### src/rtl/pipe_stage_reg.sv
// Parametrised inter-stage pipeline register with valid/flush, a
// multi-cycle temp side channel and saturating stall/bubble counters.
//
// Ports:
//   clk, rst           clock (rising edge), synchronous active-high reset
//   stall[STALL_W]     global stall vector; stall[STAGE] is upstream,
//                      stall[STAGE+1] is downstream
//   flush              kill the in-flight instruction and multi-cycle op
//   in_*  / out_*      GPR and HI/LO write-back payload plus valid
//   tmp_i/cnt_i        multi-cycle partial result and step from upstream
//   tmp_o/cnt_o        registered partial result and step fed back
//   stall_cycles       saturating count of cycles with upstream stalled
//   bubble_cnt         saturating count of inserted bubbles

module pipe_stage_reg #(
  parameter int DATA_W  = 32,
  parameter int ADDR_W  = 5,
  parameter int TMP_W   = 64,
  parameter int CNT_W   = 2,
  parameter int STALL_W = 6,
  parameter int STAGE   = 3,
  parameter int PERF_W  = 16
) (
  input  logic               clk,
  input  logic               rst,
  input  logic [STALL_W-1:0] stall,
  input  logic               flush,
  input  logic               in_valid,
  input  logic               in_wreg,
  input  logic [ADDR_W-1:0]  in_wd,
  input  logic [DATA_W-1:0]  in_wdata,
  input  logic               in_whilo,
  input  logic [DATA_W-1:0]  in_hi,
  input  logic [DATA_W-1:0]  in_lo,
  input  logic [TMP_W-1:0]   tmp_i,
  input  logic [CNT_W-1:0]   cnt_i,
  output logic               out_valid,
  output logic               out_wreg,
  output logic [ADDR_W-1:0]  out_wd,
  output logic [DATA_W-1:0]  out_wdata,
  output logic               out_whilo,
  output logic [DATA_W-1:0]  out_hi,
  output logic [DATA_W-1:0]  out_lo,
  output logic [TMP_W-1:0]   tmp_o,
  output logic [CNT_W-1:0]   cnt_o,
  output logic [PERF_W-1:0]  stall_cycles,
  output logic [PERF_W-1:0]  bubble_cnt
);

  typedef struct packed {
    logic              valid;
    logic              wreg;
    logic [ADDR_W-1:0] wd;
    logic [DATA_W-1:0] wdata;
    logic              whilo;
    logic [DATA_W-1:0] hi;
    logic [DATA_W-1:0] lo;
  } pay_t;

  localparam logic [PERF_W-1:0] PERF_ONE = 1;

  logic up;
  logic dn;

  assign up = stall[STAGE];

  // The last stage has no downstream stall bit.
  generate
    if (STAGE == STALL_W - 1) begin : g_last
      assign dn = 1'b0;
    end else begin : g_mid
      assign dn = stall[STAGE+1];
    end
  endgenerate

  // One-hot cycle action; flush outranks every stall case.
  logic do_flush;
  logic do_bub;
  logic do_adv;
  logic do_hold;

  assign do_flush = flush;
  assign do_bub   = !flush && up && !dn;
  assign do_adv   = !flush && !up;
  assign do_hold  = !flush && up && dn;

  pay_t             pay_q;
  pay_t             pay_d;
  pay_t             pay_in;
  logic [TMP_W-1:0] tmp_q;
  logic [TMP_W-1:0] tmp_d;
  logic [CNT_W-1:0] cnt_q;
  logic [CNT_W-1:0] cnt_d;

  // Invalid instructions are captured as an all-zero payload so
  // nothing stale leaks into write-back.
  always_comb begin
    pay_in       = '0;
    pay_in.valid = in_valid;
    if (in_valid) begin
      pay_in.wreg  = in_wreg;
      pay_in.wd    = in_wd;
      pay_in.wdata = in_wdata;
      pay_in.whilo = in_whilo;
      pay_in.hi    = in_hi;
      pay_in.lo    = in_lo;
    end
  end

  always_comb begin
    pay_d = pay_q;
    tmp_d = tmp_q;
    cnt_d = cnt_q;
    unique case (1'b1)
      do_flush: begin
        pay_d = '0;
        tmp_d = '0;
        cnt_d = '0;
      end
      do_bub: begin
        pay_d = '0;
        tmp_d = tmp_i;
        cnt_d = cnt_i;
      end
      do_adv: begin
        pay_d = pay_in;
        tmp_d = '0;
        cnt_d = '0;
      end
      do_hold: begin
        tmp_d = tmp_i;
        cnt_d = cnt_i;
      end
      default: begin
        pay_d = pay_q;
      end
    endcase
  end

  always_ff @(posedge clk) begin
    if (rst) begin
      pay_q <= '0;
      tmp_q <= '0;
      cnt_q <= '0;
    end else begin
      pay_q <= pay_d;
      tmp_q <= tmp_d;
      cnt_q <= cnt_d;
    end
  end

  logic [PERF_W-1:0] sc_q;
  logic [PERF_W-1:0] bc_q;
  logic              sc_inc;
  logic              bc_inc;

  // Flush cycles still count as stalled, but no bubble is inserted.
  assign sc_inc = up && !(&sc_q);
  assign bc_inc = do_bub && !(&bc_q);

  always_ff @(posedge clk) begin
    if (rst) begin
      sc_q <= '0;
      bc_q <= '0;
    end else begin
      if (sc_inc) begin
        sc_q <= sc_q + PERF_ONE;
      end
      if (bc_inc) begin
        bc_q <= bc_q + PERF_ONE;
      end
    end
  end

  assign out_valid    = pay_q.valid;
  assign out_wreg     = pay_q.wreg;
  assign out_wd       = pay_q.wd;
  assign out_wdata    = pay_q.wdata;
  assign out_whilo    = pay_q.whilo;
  assign out_hi       = pay_q.hi;
  assign out_lo       = pay_q.lo;
  assign tmp_o        = tmp_q;
  assign cnt_o        = cnt_q;
  assign stall_cycles = sc_q;
  assign bubble_cnt   = bc_q;

endmodule

### config.mk
export PLATFORM = sky130hd
export DESIGN_NAME = pipe_stage_reg
export DESIGN_NICKNAME = d
export VERILOG_FILES = /design/src/rtl/pipe_stage_reg.sv
export SDC_FILE = /design/constraint.sdc
export NUM_CORES = 1
export LEC_CHECK = 0
export ABC_AREA = 1
export BUFFER_PORTS_ARGS = -buffer_cell sky130_fd_sc_hd__buf_2
export CAP_MARGIN = 20
export CORE_AREA = 2 2 150 152
export CTS_CLUSTER_SIZE = 25
export DETAILED_ROUTE_END_ITERATION = 12
export DIE_AREA = 0 0 152 154
export GPL_ROUTABILITY_DRIVEN = 1
export HOLD_SLACK_MARGIN = 0.12
export SLEW_MARGIN = 20
export SYNTH_ARGS = -nofsm -noshare
export SYNTH_HDL_FRONTEND = slang
export SYNTH_SLANG_ARGS = --single-unit
### constraint.sdc
create_clock -name clk -period 4.2 [get_ports clk]
set_clock_uncertainty 0.15 [all_clocks]
set_input_delay 0.84 -clock clk [delete_from_list [all_inputs] [get_ports clk]]
set_output_delay 0.84 -clock clk [all_outputs]
set_load 0.1 [all_outputs]
==> results.toml <==
[clocking]
clock_sinks = 202
holdBufCountCts = 0
cts_setup_buffers = 0
clkLatencyLatePin_ns = 0.51
clockRootBuffer = "clkbuf_16"
htree_levels = 1
cts-resized-gates = 0
numCtsBuffers = 23
cts_tree = "done"
cts_buffer_depth = 3
clk_pin_slew_worst_paths_ns = 0.06

[synth]
synth.area.mux_share = 0
syn_area_sq_um = 7610
seq_area_frac_synth = 0.531
synth_fp_nets = 1171
synth_top_family_by_area = "simple AND/OR/NAND/NOR gates"
synth_fa_ha_area_frac = 0.00329
synth_simple_gate_area_frac = 0.321
synth_warnings = 0
synth-xor-area-share = 0.00230
ys_ff_latch = 202
synthCells = 990
synth_compound_area_frac = 0.0842
syn_avg_cell_area_sq_um = 7.69
synth.distinct_cells = 23

[setup_path]
path_buf_inv = 4
worstSetupPathType = "input pin to flip-flop"
cp_top_family = "buffers and inverters"
slowest_delay_ns = 0.52
worst_r2r_path_depth = 6
worstPathMaxFanout = 42
end_kind = "flip-flop"
crit_slowest_cell = "clkinv_2"
worst_setup_path_start_kind = "input pin"
worstPathCellList = "buf_2, clkinv_2, nor2_2, nand2_1, clkinv_2, buf_4, nand2_1, a21oi_1"
cp.required_ns = 4.47
cp.arrival_ns = 3.06
worst-path-stages = 8

[drt]
drc = 0
wl_mm = 25.6
postRouteAntennaNets = 0
wl_per_cell_um = 15.8
vias_per_cell = 4.88
vias = 7913
dr.pass1.iters = 5
drtIter0Drc = 538

[power]
switchingPower_mw = 1.28
comb_power_share = 0.131
seqPwrFrac = 0.443
p_sw_frac = 0.288
ir_drop_v = 0.000347
p_per_area_nw_per_um2 = 431
clock_power_share = 0.426
p_leak_nw = 4.76
power_mw = 4.45
p_int_mw = 3.17

[timing]
setup_tns_ns = 0
fin_crit_sh = 0.663
layout_setup_ws_ns = 1.42
slew_viol_final = 0
setup_viol = 0
max_freq_mhz = 359
fin_hold_ws_ns = 0.307
worst_pin_slew_ns = 0.798
timing.final.crit_period_ns = 2.78
rsz0062_at_grt = "no"
relSlewSlack = 0.467
final_hold_viol_count = 0

[floorplan]
initial_core_util = 0.351
die_w_um = 152
fp.dieArea_sq_um = 23400
die_h_um = 154
coreArea_sq_um = 21700
io_pins = 381
std_cell_rows = 54

[global_route]
grt_max_degree = 105
grt_pass1_vias = 7391
antenna_found_initial = 3
grt_util_all_layers = 0.205
overflow = 0
grt_pass1_wl_mm = 39.8

[finish]
area_growth_pct = 35.5
final_common_cell = "buf_2"
fin_cells = 1623
design_area_sq_um = 10300
layout-drive-gt1-share = 0.325
final_cell_mix = "375 x buf_2, 247 x nand2_1, 202 x dfxtp_1, 154 x nor2_1, 122 x a21oi_1"
nets = 1507
n_fill_cell = 2216
final_util = 0.475

[run]
drv_cap = 0

[min_path]
min_path_cells = 2
min_path_type = "flip-flop to flip-flop"

[placement]
place_congestion = 0.867
dp_hpwl_mm = 17.5
portBuffers = 376
placed_cell_area_sq_um = 9590
pre_cts_ws_ns = 0.904
dp_cells = 1581

[outcome]
outcome = "complete, no violations"
[sequential cells by signal (all words and copies together), names as in the netlist]
name	count
tmp_o	64
out_hi	32
out_lo	32
out_wdata	32
bubble_cnt	16
stall_cycles	16
out_wd	5
cnt_o	2
out_valid	1
out_whilo	1
out_wreg	1
[cell families (layout without fill, tap and decap cells)]
logic type / count (synthesis) / count (layout)
AND/OR/NAND/NOR: 556 / 556
flip-flops: 202 / 202
AO/OA/AOI/OAI: 128 / 128
buffers and inverters: 100 / 451
adder cells (fa/ha/maj): 2 / 2
XOR/XNOR: 2 / 2
other: 0 / 2
[cell usage after synthesis, drive strengths merged]
library cell	n	area share
a21oi	122	0.080
and2	2	0.0016
buf	28	0.022
clkbuf	48	0.024
dfxtp	202	0.53
ha	2	0.0033
inv	24	0.012
nand2	249	0.12
nand3	31	0.021
nand4	112	0.092
nor2	158	0.080
nor3	3	0.0020
nor3b	1	0.00099
o21ai	6	0.0039
xor2	2	0.0023
[layer usage]
layer / wire length, um / GRT usage / vias up
li1: - / - / 3970
met1: 10100 / 0.243 / 3554
met2: 12400 / 0.353 / 340
met3: 2370 / 0.0668 / 47
met4: 766 / 0.0672 / 2
met5: 11 / 0 / -
[final cells by class]
class                      instances  area [sq um]  share of cell area
clock buffer                      30           652              0.0632
antenna                            2          5.00            0.000486
clock inverter                    10          56.3             0.00546
sequential                       202          4040               0.392
inverter                          24          93.8             0.00910
timing repair buffer             387          1980               0.192
multi-input combinational        688          3130               0.303
tap                              280           350              0.0340
[final timing paths]
path,to,slack [ns],startpoint
worst min register to register,out_lo[25]$_SDFFE_PP0P_,0.31,out_lo[25]$_SDFFE_PP0P_
worst max-delay path,out_wd[4]$_SDFFE_PP0P_,1.42,stall[3]
worst min-delay path,out_lo[25]$_SDFFE_PP0P_,0.31,out_lo[25]$_SDFFE_PP0P_
worst max register to register,stall_cycles[2]$_SDFFE_PP0P_,2.02,stall_cycles[0]$_SDFFE_PP0P_
[power by group through the flow]
| stage | registers (mW) | clock network [mW] | logic (mW) |
|---|---|---|---|
| floorplan | 2.29 | 0 | 0.146 |
| global placement | 2.01 | 0 | 0.584 |
| detailed placement | 2.01 | 0 | 0.584 |
| CTS | 1.97 | 1.94 | 0.585 |
| global route | 1.97 | 2.02 | 0.619 |
| finish | 1.97 | 1.89 | 0.583 |
[tightest hold or removal path: stages (launching register included)]
cell and delay (ns):
dfxtp_1 0.30, nand2_1 0.06, a21oi_1 0.05
Note: power is estimated with default switching activity, not from simulation.
